File: src/rtl/corelet_ctrl_if.sv
// Control/status bundle between the corelet sequencer and the corelet datapath/SRAMs.
// The master side is the sequencer; the slave side is the corelet, SRAMs and job requester.
interface corelet_ctrl_if #(
  parameter int len_bw  = 6,
  parameter int addr_bw = 11
);
  logic               start;
  logic [len_bw-1:0]  num_act;
  logic [addr_bw-1:0] w_base;
  logic [addr_bw-1:0] a_base;
  logic [addr_bw-1:0] o_base;
  logic               l0_ready;
  logic               ofifo_valid;
  logic [6:0]         inst;
  logic               xmem_en;
  logic [addr_bw-1:0] xmem_addr;
  logic               pmem_wr;
  logic [addr_bw-1:0] pmem_addr;
  logic               busy;
  logic               done;

  modport master (
    input  start, num_act, w_base, a_base, o_base, l0_ready, ofifo_valid,
    output inst, xmem_en, xmem_addr, pmem_wr, pmem_addr, busy, done
  );

  modport slave (
    output start, num_act, w_base, a_base, o_base, l0_ready, ofifo_valid,
    input  inst, xmem_en, xmem_addr, pmem_wr, pmem_addr, busy, done
  );
endinterface

File: src/rtl/corelet_ctrl.sv
// Corelet job sequencer: weight load, kernel settle, activation stream, psum drain.
// Generates the 7-bit corelet inst bus plus xmem read / pmem write strobes.
module corelet_ctrl #(
  parameter int row     = 8,
  parameter int col     = 8,
  parameter int len_bw  = 6,
  parameter int addr_bw = 11
) (
  input  logic            clk,
  input  logic            reset,
  corelet_ctrl_if.master  bus
);

  localparam int SET_W = $clog2(row + col + 1);
  localparam int CNT_W = (len_bw > SET_W) ? len_bw : SET_W;

  typedef enum logic [2:0] {
    IDLE, W_WR, W_RD, W_SET, A_WR, EXEC, DRAIN, DONE
  } state_t;

  state_t             state_q, state_d;
  logic [CNT_W-1:0]   cnt_q, cnt_d;
  logic [len_bw-1:0]  rd_q, rd_d;
  logic [len_bw-1:0]  j_q, j_d;
  logic [len_bw-1:0]  n_q, n_d;
  logic [addr_bw-1:0] w_base_q, w_base_d;
  logic [addr_bw-1:0] a_base_q, a_base_d;
  logic [addr_bw-1:0] o_base_q, o_base_d;
  logic               l0_wr_q, l0_wr_d;
  logic               pmem_wr_q, pmem_wr_d;

  logic               xmem_en;
  logic               ofifo_rd;
  logic               l0_rd;
  logic               execute;
  logic               kernel_load;
  logic [CNT_W-1:0]   n_last;

  assign n_last = CNT_W'(n_q) - CNT_W'(1);

  always_ff @(posedge clk or posedge reset) begin
    if (reset) begin
      state_q   <= IDLE;
      cnt_q     <= '0;
      rd_q      <= '0;
      j_q       <= '0;
      n_q       <= '0;
      w_base_q  <= '0;
      a_base_q  <= '0;
      o_base_q  <= '0;
      l0_wr_q   <= 1'b0;
      pmem_wr_q <= 1'b0;
    end else begin
      state_q   <= state_d;
      cnt_q     <= cnt_d;
      rd_q      <= rd_d;
      j_q       <= j_d;
      n_q       <= n_d;
      w_base_q  <= w_base_d;
      a_base_q  <= a_base_d;
      o_base_q  <= o_base_d;
      l0_wr_q   <= l0_wr_d;
      pmem_wr_q <= pmem_wr_d;
    end
  end

  always_comb begin
    state_d  = state_q;
    cnt_d    = cnt_q;
    rd_d     = rd_q;
    j_d      = j_q;
    n_d      = n_q;
    w_base_d = w_base_q;
    a_base_d = a_base_q;
    o_base_d = o_base_q;
    l0_wr_d  = xmem_en;
    pmem_wr_d = ofifo_rd;
    case (state_q)
      IDLE: begin
        if (bus.start) begin
          n_d      = bus.num_act;
          w_base_d = bus.w_base;
          a_base_d = bus.a_base;
          o_base_d = bus.o_base;
          cnt_d    = '0;
          rd_d     = '0;
          j_d      = '0;
          state_d  = W_WR;
        end
      end
      W_WR: begin
        if (bus.l0_ready) begin
          if (cnt_q == CNT_W'(col - 1)) begin
            cnt_d   = '0;
            state_d = W_RD;
          end else begin
            cnt_d = cnt_q + CNT_W'(1);
          end
        end
      end
      W_RD: begin
        if (cnt_q == CNT_W'(col - 1)) begin
          cnt_d   = '0;
          state_d = W_SET;
        end else begin
          cnt_d = cnt_q + CNT_W'(1);
        end
      end
      W_SET: begin
        if (cnt_q == CNT_W'(row + col - 1)) begin
          cnt_d   = '0;
          state_d = (n_q == '0) ? DONE : A_WR;
        end else begin
          cnt_d = cnt_q + CNT_W'(1);
        end
      end
      A_WR: begin
        if (bus.l0_ready) begin
          if (cnt_q == n_last) begin
            cnt_d   = '0;
            state_d = EXEC;
          end else begin
            cnt_d = cnt_q + CNT_W'(1);
          end
        end
      end
      EXEC: begin
        if (cnt_q == n_last) begin
          cnt_d   = '0;
          state_d = DRAIN;
        end else begin
          cnt_d = cnt_q + CNT_W'(1);
        end
      end
      DRAIN: begin
        // Reads and writes overlap: rd_q counts OFIFO pops, j_q counts pmem writes one cycle behind.
        if (ofifo_rd) rd_d = rd_q + len_bw'(1);
        if (pmem_wr_q) begin
          j_d = j_q + len_bw'(1);
          if (j_q == n_q - len_bw'(1)) state_d = DONE;
        end
      end
      DONE:    state_d = IDLE;
      default: state_d = IDLE;
    endcase
  end

  always_comb begin
    xmem_en       = 1'b0;
    bus.xmem_addr = '0;
    ofifo_rd      = 1'b0;
    l0_rd         = 1'b0;
    execute       = 1'b0;
    kernel_load   = 1'b0;
    case (state_q)
      W_WR: begin
        xmem_en       = bus.l0_ready;
        bus.xmem_addr = bus.l0_ready ? (w_base_q + addr_bw'(cnt_q)) : '0;
      end
      A_WR: begin
        xmem_en       = bus.l0_ready;
        bus.xmem_addr = bus.l0_ready ? (a_base_q + addr_bw'(cnt_q)) : '0;
      end
      W_RD: begin
        l0_rd       = 1'b1;
        kernel_load = 1'b1;
      end
      EXEC: begin
        l0_rd   = 1'b1;
        execute = 1'b1;
      end
      DRAIN:   ofifo_rd = bus.ofifo_valid && (rd_q < n_q);
      default: ;
    endcase
    bus.xmem_en   = xmem_en;
    bus.inst      = {ofifo_rd, 2'b00, l0_rd, l0_wr_q, execute, kernel_load};
    bus.pmem_wr   = pmem_wr_q;
    bus.pmem_addr = pmem_wr_q ? (o_base_q + addr_bw'(j_q)) : '0;
    bus.busy      = (state_q != IDLE);
    bus.done      = (state_q == DONE);
  end

endmodule

File: src/flat_wrapper.sv
// flat-port wrapper written by rule: the top's interface ports become plain ports
module corelet_ctrl_flat 
#(
  parameter int row     = 8,
  parameter int col     = 8,
  parameter int len_bw  = 6,
  parameter int addr_bw = 11
)
  (clk, reset, bus_start, bus_num_act, bus_w_base, bus_a_base, bus_o_base, bus_l0_ready, bus_ofifo_valid, bus_inst, bus_xmem_en, bus_xmem_addr, bus_pmem_wr, bus_pmem_addr, bus_busy, bus_done);
  corelet_ctrl_if #(.len_bw(len_bw), .addr_bw(addr_bw)) bus_i ();
  input  logic clk;
  input  logic reset;
  input wire logic [$bits(bus_i.start)-1:0] bus_start;
  input wire logic [$bits(bus_i.num_act)-1:0] bus_num_act;
  input wire logic [$bits(bus_i.w_base)-1:0] bus_w_base;
  input wire logic [$bits(bus_i.a_base)-1:0] bus_a_base;
  input wire logic [$bits(bus_i.o_base)-1:0] bus_o_base;
  input wire logic [$bits(bus_i.l0_ready)-1:0] bus_l0_ready;
  input wire logic [$bits(bus_i.ofifo_valid)-1:0] bus_ofifo_valid;
  output wire logic [$bits(bus_i.inst)-1:0] bus_inst;
  output wire logic [$bits(bus_i.xmem_en)-1:0] bus_xmem_en;
  output wire logic [$bits(bus_i.xmem_addr)-1:0] bus_xmem_addr;
  output wire logic [$bits(bus_i.pmem_wr)-1:0] bus_pmem_wr;
  output wire logic [$bits(bus_i.pmem_addr)-1:0] bus_pmem_addr;
  output wire logic [$bits(bus_i.busy)-1:0] bus_busy;
  output wire logic [$bits(bus_i.done)-1:0] bus_done;
  assign bus_i.start = bus_start;
  assign bus_i.num_act = bus_num_act;
  assign bus_i.w_base = bus_w_base;
  assign bus_i.a_base = bus_a_base;
  assign bus_i.o_base = bus_o_base;
  assign bus_i.l0_ready = bus_l0_ready;
  assign bus_i.ofifo_valid = bus_ofifo_valid;
  assign bus_inst = bus_i.inst;
  assign bus_xmem_en = bus_i.xmem_en;
  assign bus_xmem_addr = bus_i.xmem_addr;
  assign bus_pmem_wr = bus_i.pmem_wr;
  assign bus_pmem_addr = bus_i.pmem_addr;
  assign bus_busy = bus_i.busy;
  assign bus_done = bus_i.done;
  corelet_ctrl #(.row(row), .col(col), .len_bw(len_bw), .addr_bw(addr_bw)) u_core (.clk(clk), .reset(reset), .bus(bus_i));
endmodule
File: config.mk
export PLATFORM = sky130hd
export DESIGN_NAME = corelet_ctrl_flat
export DESIGN_NICKNAME = d
export VERILOG_FILES = /design/src/rtl/corelet_ctrl_if.sv /design/src/rtl/corelet_ctrl.sv /design/src/flat_wrapper.sv
export SDC_FILE = /design/constraint.sdc
export NUM_CORES = 1
export LEC_CHECK = 0
export CAP_MARGIN = 20
export CORE_MARGIN = 2
export CORE_UTILIZATION = 25
export DETAILED_ROUTE_END_ITERATION = 16
export DONT_BUFFER_PORTS = 1
export GPL_TIMING_DRIVEN = 0
export PLACE_DENSITY = 0.42
export SYNTH_ARGS = -nofsm -noshare
export SYNTH_HDL_FRONTEND = slang
export SYNTH_SLANG_ARGS = --single-unit
File: constraint.sdc
create_clock -name clk -period 2 [get_ports clk]
set_input_delay 0.3 -clock clk [delete_from_list [all_inputs] [get_ports clk]]
set_output_delay 0.3 -clock clk [all_outputs]
set_load 0.1 [all_outputs]
# After elaboration in Yosys (flattened, before gate mapping)
# Index checks and enable logic that the tools add are counted.
# op_classes
add_sub_neg	7
magnitude_cmp	1
eq_ne	22
mux	32
reduce_logical	13
# ops
cell	count
2-to-1 mux 6 bit	8
case mux 6 bit (6 select lines)	1
adder 11 x 6 -> 11 bit	3
2-to-1 mux 11 bit	3
2-to-1 mux 3 bit	10
case mux 3 bit (8 select lines)	1
case mux 6 bit (2 select lines)	2
case mux 11 bit (2 select lines)	1
adder 6 x 1 -> 6 bit (second input constant)	3
inequality test 2 x 1 -> 1 bit (second input constant)	8
== test 3 bit (second input constant)	4
== test 6 bit	2
AND reduction 10 bit	1
== test 3 x 2 -> 1 bit (second input constant)	2
== test 6 x 3 -> 1 bit (second input constant)	1
== test 6 x 4 -> 1 bit (second input constant)	1
logical NOT 6 bit	1
< comparator 6 bit	1
inequality test 2 bit (second input constant)	3
AND reduction 3 bit	2
nonzero test 6 bit	1
subtractor 6 x 1 -> 6 bit (second input constant)	1
2-to-1 mux 1 bit	5
AND reduction 4 bit	1
other kinds (8)	9
# word_totals
regBits	62
word_cells	85

# Logic depth before layout (Yosys ltp)
# Gate-level depths: netlist (run 1).
# depth
depth_word	5
mapped_depth	9
mapped_depth_nobuf	9

# Least setup slack after synthesis (run 1)
# Ideal clock, no wire load.
# synth_path
path_type	reg-to-output
start	register u_core.pmem_wr_q (netlist: u_core.bus.pmem_wr)
end	output port bus_pmem_addr[2]
arrival_ns	3.468
t_required_ns	1.700
slack_ns	-1.768
path_stages_with_launch	4
n_path_buf	1
path_cell_list	dfrtp_1 clkbuf_1 inv_1 nor3_1
# synth_between
elab_chain_len	1
# synth_rtl
item	line	source
from (decl)	corelet_ctrl.sv:30	logic pmem_wr_q, pmem_wr_d;
from (signal assigned)	corelet_ctrl.sv:63	pmem_wr_q <= pmem_wr_d;
2-to-1 mux 11 bit	corelet_ctrl.sv:178	bus.pmem_addr = pmem_wr_q ? (o_base_q + addr_bw'(j_q)) : '0;
to (decl)	flat_wrapper.sv:24	output wire logic [$bits(bus_i.pmem_addr)-1:0] bus_pmem_addr;
# Every way passes these cells.

# Final worst setup path (run 1)
# layout_path
start	register u_core.j_q[0]
end	output port bus_pmem_addr[10]
# layout_between
elab_chain_len	2
# layout_rtl
item	line	source
from (decl)	corelet_ctrl.sv:24	logic [len_bw-1:0] j_q, j_d;
from (signal assigned)	corelet_ctrl.sv:57	j_q <= j_d;
adder 11 x 6 -> 11 bit	corelet_ctrl.sv:178	
2-to-1 mux 11 bit	corelet_ctrl.sv:178	
# Every way passes these cells.

==> results.sh, run 1 <==
export IMPL_placed_cell_area_um2=5020
export IMPL_worst_endpoint_required_ns=1.70
export IMPL_final_setup_skew_ns=0.00706
export IMPL_yosys_top_cells_count="nand2_1, dfrtp_1, xor2_1, ha_1"
export IMPL_grt_pass1_vias=3852
export IMPL_synthesis_instances=510
export IMPL_floorplan_rows=47
export IMPL_ys_flop_type="dfrtp_1"
export IMPL_initial_core_util_pct=25.7
export IMPL_tritoncts_num_sinks=62
export IMPL_cts_tree="done"
export IMPL_floorplan_die_area_um2=18200
export IMPL_period_needed_ns=3.03
export IMPL_outcome="finished, violations left"
export IMPL_final_hold_worst_slack_ns=-0.00283
export IMPL_number_of_design_rule_violations_left_after_detail_routing=0
export IMPL_seqCellArea_um2=1570
export IMPL_layout_core_utilization_pct=38.4
export IMPL_cts_max_level=3
export IMPL_num_nets_final=666
export IMPL_seqPwrFrac_pct=23.6
export IMPL_number_of_setup_violations_in_the_final_report=33
export IMPL_antenna_diode_count=0
export IMPL_clock_power_share_pct=13.9
export IMPL_sw_frac_of_total_pct=47.1
export IMPL_syn_area_um2=4290
export IMPL_synth_top_area_share_pct=36.2
export IMPL_internal_power_uw=5330
export IMPL_grtUsageTotal_pct=15.0
export IMPL_asyncSetResetFlopFracSynth_pct=100
export IMPL_multiInputGateArea_um2=3330
export IMPL_worstSetupStartpointType="register"
export IMPL_cts_root_buf="clkbuf_16"
export IMPL_final_period_utilization_pct=151
export IMPL_clock_fmax_mhz=331
export IMPL_synth_largest_area_cell="dfrtp_1"
export IMPL_floorplan_die_height_um=135
export IMPL_top_level_ports=77
export IMPL_timing_worst_slew_pin_value_ns=0.984
export IMPL_maxCapViolCount=0
export IMPL_synthMostInstantiatedCell="nand2_1"
export IMPL_design_core_area_um2=16700
export IMPL_antenna_violations_before_repair=0
export IMPL_failed_checks="negative hold slack, negative setup slack"
export IMPL_post_route_cells_drive_above_1_share_pct=38.4
export IMPL_finalInstanceArea_um2=6410
export IMPL_post_synth_cell_area_avg_um2=8.41
export IMPL_finalWirelength_mm=13.2
export IMPL_clock_latency_ns=0.34
export IMPL_cp_max_fo=4
export IMPL_initialDrtViolationCount=164
export IMPL_overflow=0
export IMPL_finalHoldViolCount=1
export IMPL_area_growth_synth_to_final_pct=49.4
export IMPL_finalMaxSlewViolations=0
export IMPL_drt_antenna_violating_nets=0
export IMPL_port_buffers=0
export IMPL_ys_top_cells_by_area="dfrtp_1, nand2_1, ha_1, xor2_1, xnor2_1"
export IMPL_synthDistinctLibCells=59
export IMPL_drt_wirelength_per_cell_um=16.2
export IMPL_cellLeakagePower_uw=0.00283
export IMPL_ys_ff_latch=62
export IMPL_grt_start_max_net_pins=63
export IMPL_startpoint="u_core.j_q[0]"
export IMPL_synth_yosys_seq_area_share_pct=36.2
export IMPL_synth_yosys_warnings=0
export IMPL_setup_repair_after_global_routing_missed_its_margin="yes"
export IMPL_numCtsBuffers=9
export IMPL_cp_arrival_ns=2.73
export IMPL_grt_first_pass_wirelength_mm=20.9
export IMPL_hold_path_class="in -> async"
export IMPL_worstSetupEndpointType="primary output"
export IMPL_netSwitchingPower_uw=4740
export IMPL_hpwl_mm=9.05
export IMPL_synth_edf_count=0
export IMPL_max_slew_margin_rel_pct=34.2
export IMPL_combPwrFrac_pct=62.5
export IMPL_power_per_cell_area_nw_per_um2=1570
export IMPL_timing_worst_setup_path_type="reg -> out"
export IMPL_dr_total_vias=3811
export IMPL_avgViaCountPerCell=4.67
export IMPL_dr_pass1_iters=4
export IMPL_clk_pin_slew_worst_paths_ns=0.05
export IMPL_gpl_final_weighted_congestion=0.805
export IMPL_cts_hold_fix_buffers=0
export IMPL_clock_tree_buffer_depth=2
export IMPL_fin_ws_ns=-1.03
export IMPL_die_x_um=135
export IMPL_rr_startpoint="u_core.cnt_q[1]"
export IMPL_filler_cell_count=1675
export IMPL_worst_ir_drop_vdd_mv=0.889
-- path summary, 6_finish.rpt --
| check | to | slack [ns] | depth (start not counted) |
|---|---|---|---|
| max in group asynchronous | u_core.bus.pmem_wr | 1.37 | 1 |
| min in group clk | u_core.w_base_q[9] | 0.07 | 2 |
| worst max register to register | u_core.state_q[0] | -0.21 | 9 |
| worst max-delay path | bus_pmem_addr[10] | -1.03 | 9 |
| worst min register to register | u_core.o_base_q[4] | 0.48 | 2 |
| worst min-delay path | u_core.a_base_q[9] | -0.003 | 1 |
-- cells by family after synthesis --
| logic type | count (synthesis) | synth area share, % |
|---|---|---|
| xor+xnor | 45 | 9.51 |
| simple gates | 223 | 24.9 |
| flops | 62 | 36.2 |
| compound gates | 92 | 13.4 |
| mux | 5 | 1.20 |
| other cells | 1 | 0.0874 |
| fa+ha+maj | 30 | 9.28 |
| buf+inv | 52 | 5.51 |
-- stage by stage --
stage / setup WS, ns / hold slack, ns / TNS [ns] / total power, uW / cells
2_1_floorplan: -0.739 / 0.405 / -6.82 / 6200 / 511
3_3_place_gp: -0.990 / 0.408 / -62.35 / 7000 / 731
3_5_place_dp: -0.981 / 0.401 / -13.33 / 7040 / 731
4_1_cts: -1.07 / 0.0379 / -16.58 / 9590 / 806
5_1_grt: -1.09 / 0.0630 / -18.65 / 10700 / 816
6_report: -1.03 / -0.00283 / -16.20 / 10100 / 816
-- routing by layer --
layer  part of all wire [%]  wire length [um]  vias up  track usage, %
met5                      0                 0        -               0
met4                    1.8               241        0            5.73
met3                    4.5               597       14            3.72
met2                     47              6250       72            24.2
met1                     46              6130     1841            19.5
li1                       -                 -     1884               -
-- power groups by stage --
stage	logic, uW	registers, uW	clock network (uW)
after floorplan	4020	2190	0
after detailed placement	4640	2390	0
final	6300	2380	1390
after global routing	6820	2450	1470
after global placement	4610	2390	0
after CTS	5820	2350	1430
-- repair_timing --
item | 4_1_cts | 5_1_grt
buffers inserted | 62 | 20
pin swaps | 54 | 37
setup endpoints to repair | 70 | 59
gates resized for setup | 87 | 47
gates cloned | 2 | 0
-- final cells by class --
type | count | area share [%]
sequential | 62 | 24.5
clock buffer | 13 | 3.75
clock inverter | 2 | 0.156
tap | 220 | 4.30
multi-input combinational | 397 | 52.0
inverter | 26 | 1.72
timing repair buffer | 70 | 9.51
buffer | 26 | 4.08
-- cells in the final DEF, fill, tap and decap left out, types with 7 or more instances in the layout --
cell type / count
clkbuf_16: 11
nor2_1: 18
a21oi_2: 10
nor3_1: 8
inv_1: 16
a21oi_1: 7
xor2_1: 22
nand3_1: 14
clkbuf_1: 8
ha_1: 16
nand2_1: 125
ha_4: 10
o22ai_4: 11
o21ai_2: 7
xnor2_1: 8
dfrtp_1: 51
a21o_1: 10
buf_6: 21
o21ai_0: 17
buf_4: 55
dfrtp_2: 10
-- registers in the layout, summed over array words and instances (netlist names) --
register / count
u_core.a_base_q: 11
u_core.o_base_q: 11
u_core.w_base_q: 11
u_core.cnt_q: 6
u_core.j_q: 6
u_core.n_q: 6
u_core.rd_q: 6
u_core.state_q: 3
u_core.bus.pmem_wr: 1
u_core.l0_wr_q: 1
-- critical path: stages (launching register included) --
cell,delay (ns)
dfrtp_2,0.39
ha_4,0.14
inv_2,0.03
fa_2,0.36
nor2b_4,0.14
o21ai_2,0.08
a21boi_2,0.21
o21ai_4,0.12
a21oi_4,0.16
mux2i_4,0.73
No activity file was read; power rests on OpenSTA's default activity.
==> run 2: changes to the inputs <==
--- a/config.mk
+++ b/config.mk
@@ -6,6 +6,7 @@
 export NUM_CORES = 1
 export LEC_CHECK = 0
 export CAP_MARGIN = 20
+export CORE_ASPECT_RATIO = 0.75
 export CORE_MARGIN = 2
 export CORE_UTILIZATION = 25
 export DETAILED_ROUTE_END_ITERATION = 16
==> run 2 against run 1 <==
The run still ends with negative hold slack, negative setup slack left; combinational power shrank 2%; worst setup slack gained 0.029 ns; register-to-register slack gained 0.06 ns; hold slack gained 0.0026 ns; critical endpoint unchanged.
==> results.sh, run 2 (synthesized netlist as in run 1, its figures left out) <==
export IMPL_finalMaxSlewViolations=0
export IMPL_number_of_design_rule_violations_left_after_detail_routing=0
export IMPL_largestRegisters="u_core.a_base_q (11), u_core.o_base_q (11), u_core.w_base_q (11)"
export IMPL_gpl_final_weighted_congestion=0.783
export IMPL_worstSetupEndpointType="primary output"
export IMPL_numCtsBuffers=9
export IMPL_gr_max_usage_layer="met2"
export IMPL_clock_tree_buffer_depth=2
export IMPL_dr_total_vias=3809
export IMPL_cp_max_fo=3
export IMPL_multiInputGateArea_um2=3290
export IMPL_grt_first_pass_wirelength_mm=21.2
export IMPL_period_needed_ns=3.00
export IMPL_maxCapViolCount=0
export IMPL_cellLeakagePower_uw=0.00281
export IMPL_grt_start_max_net_pins=63
export IMPL_final_cell_mix="nand2_1, buf_4, dfrtp_1, xor2_1"
export IMPL_drt_antenna_violating_nets=0
export IMPL_cp_arrival_ns=2.70
export IMPL_grt_use_met2_pct=22.4
export IMPL_gr_usage_met1_pct=21.9
export IMPL_cts_root_buf="clkbuf_16"
export IMPL_antenna_diode_count=0
export IMPL_failed_checks="negative hold slack, negative setup slack"
export IMPL_timing_worst_setup_path_type="reg -> out"
export IMPL_floorplan_rows=41
export IMPL_fin_ws_ns=-0.996
export IMPL_finalWirelength_mm=13.4
export IMPL_finalInstanceArea_um2=6380
export IMPL_worst_endpoint_required_ns=1.70
export IMPL_floorplan_die_height_um=117
export IMPL_num_nets_final=662
export IMPL_hold_path_class="in -> async"
export IMPL_cts_tree="done"
export IMPL_outcome="finished, violations left"
export IMPL_placed_cell_area_um2=5020
export IMPL_finalHoldViolCount=1
export IMPL_final_setup_skew_ns=0.00261
export IMPL_finalSetupTns_ns=-15.29
export IMPL_tritoncts_num_sinks=62
export IMPL_use_met3_pct=3.62
export IMPL_design_core_area_um2=16800
export IMPL_max_slew_margin_rel_pct=32.9
export IMPL_final_period_utilization_pct=150
export IMPL_seqCellArea_um2=1570
export IMPL_initial_core_util_pct=25.5
export IMPL_filler_cell_count=1691
export IMPL_hpwl_mm=9.29
export IMPL_power_per_cell_area_nw_per_um2=1610
export IMPL_grtUsageTotal_pct=15.1
export IMPL_top_level_ports=77
export IMPL_port_buffers=0
export IMPL_clock_fmax_mhz=334
export IMPL_avgViaCountPerCell=4.71
export IMPL_die_x_um=155
export IMPL_clk_pin_slew_worst_paths_ns=0.06
export IMPL_final_hold_worst_slack_ns=-0.000217
export IMPL_worstSetupStartpointType="register"
export IMPL_number_of_setup_violations_in_the_final_report=28
export IMPL_timing_worst_slew_pin_value_ns=1.00
export IMPL_initialDrtViolationCount=179
export IMPL_post_route_cells_drive_above_1_share_pct=38.1
export IMPL_dr_pass1_iters=5
export IMPL_commonest_non_fill_non_tap_cell_in_the_layout="nand2_1"
export IMPL_drt_wirelength_per_cell_um=16.5
export IMPL_cts_hold_fix_buffers=0
export IMPL_floorplan_die_area_um2=18200
export IMPL_grt_pass1_vias=3871
export IMPL_antenna_violations_before_repair=0
export IMPL_worst_ir_drop_vdd_mv=0.543
export IMPL_area_growth_synth_to_final_pct=48.8
export IMPL_cts_max_level=3
export IMPL_setup_repair_after_global_routing_missed_its_margin="yes"
export IMPL_overflow=0
export IMPL_clock_latency_ns=0.34
export IMPL_layout_core_utilization_pct=37.9
[run 2: cell types whose count changed in the layout (fill, tap and decap cells not counted), moves of 2 or more]
| cell | before | now |
|---|---|---|
| dfrtp_1 | 51 | 49 |
| xor2_2 | 6 | 4 |
| buf_6 | 21 | 16 |
| a21oi_1 | 7 | 9 |
| xor2_1 | 22 | 24 |
| xnor2_1 | 8 | 10 |
| dfrtp_2 | 10 | 12 |
| buf_4 | 55 | 57 |
| clkbuf_1 | 8 | 5 |
| clkbuf_8 | 3 | 5 |
| bufinv_16 | 0 | 2 |
| o21ai_2 | 7 | 5 |
[run 2: report_power, final]
part           leakage [uW]  internal (uW)  switching [uW]
clock              0.000157           1120             611
combinational       0.00188           2650            3530
sequential         0.000773           1740             581
total               0.00281           5520            4730
[run 2: path summary, 6_finish.rpt]
kind | start | slack (ns) | depth (start not counted) | to
worst max-delay path | u_core.o_base_q[0] | -1.0 | 9 | bus_pmem_addr[10]
worst min-delay path | reset | -0.0002 | 1 | u_core.w_base_q[9]
worst max register to register | u_core.cnt_q[1] | -0.15 | 8 | u_core.state_q[0]
worst min register to register | u_core.o_base_q[3] | 0.49 | 2 | u_core.o_base_q[3]
max in group asynchronous | reset | 1.34 | 1 | u_core.bus.pmem_wr
min in group clk | bus_w_base[4] | 0.07 | 2 | u_core.w_base_q[4]
[run 2: layer usage]
metal | wire length, um | up-vias | share of wire [%]
li1 | - | 1892 | -
met1 | 6900 | 1839 | 52
met2 | 5870 | 69 | 44
met3 | 498 | 9 | 3.7
met4 | 97 | 0 | 0.73
met5 | 0 | - | 0
[run 2: metrics by stage]
step / hold slack [ns] / cells / total power [uW] / worst slack, ns
after floorplan: 0.405 / 511 / 6200 / -0.739
after global placement: 0.410 / 726 / 6980 / -0.961
after detailed placement: 0.402 / 726 / 7030 / -0.980
after CTS: 0.0394 / 796 / 9770 / -1.06
after global routing: 0.0597 / 808 / 11000 / -1.13
final: -0.000217 / 808 / 10200 / -0.996
[run 2: final cells by class]
type | instances | share of cell area, %
well taps | 215 | 4.21
flip-flops and latches | 62 | 24.6
inverters | 26 | 1.71
multi-input cells | 397 | 51.6
clock buffers | 12 | 3.86
repair buffers | 67 | 8.84
clock inverters | 4 | 1.10
plain buffers | 25 | 4.08
[run 2: repair_timing]
action / in CTS / in global routing
pin swaps: 48 / 38
buffers inserted: 53 / 23
gates cloned: 2 / 0
resized for setup: 83 / 43
endpoints found under the setup margin: 73 / 45
[run 2: critical path, cell delays in order (launching register included)]
cell and delay [ns]:
dfrtp_1 0.39, ha_4 0.16, inv_2 0.03, fa_2 0.35, nor2b_4 0.13, o21ai_2 0.07, a21boi_2 0.16, o21ai_2 0.11
a21oi_2 0.21, mux2i_4 0.74
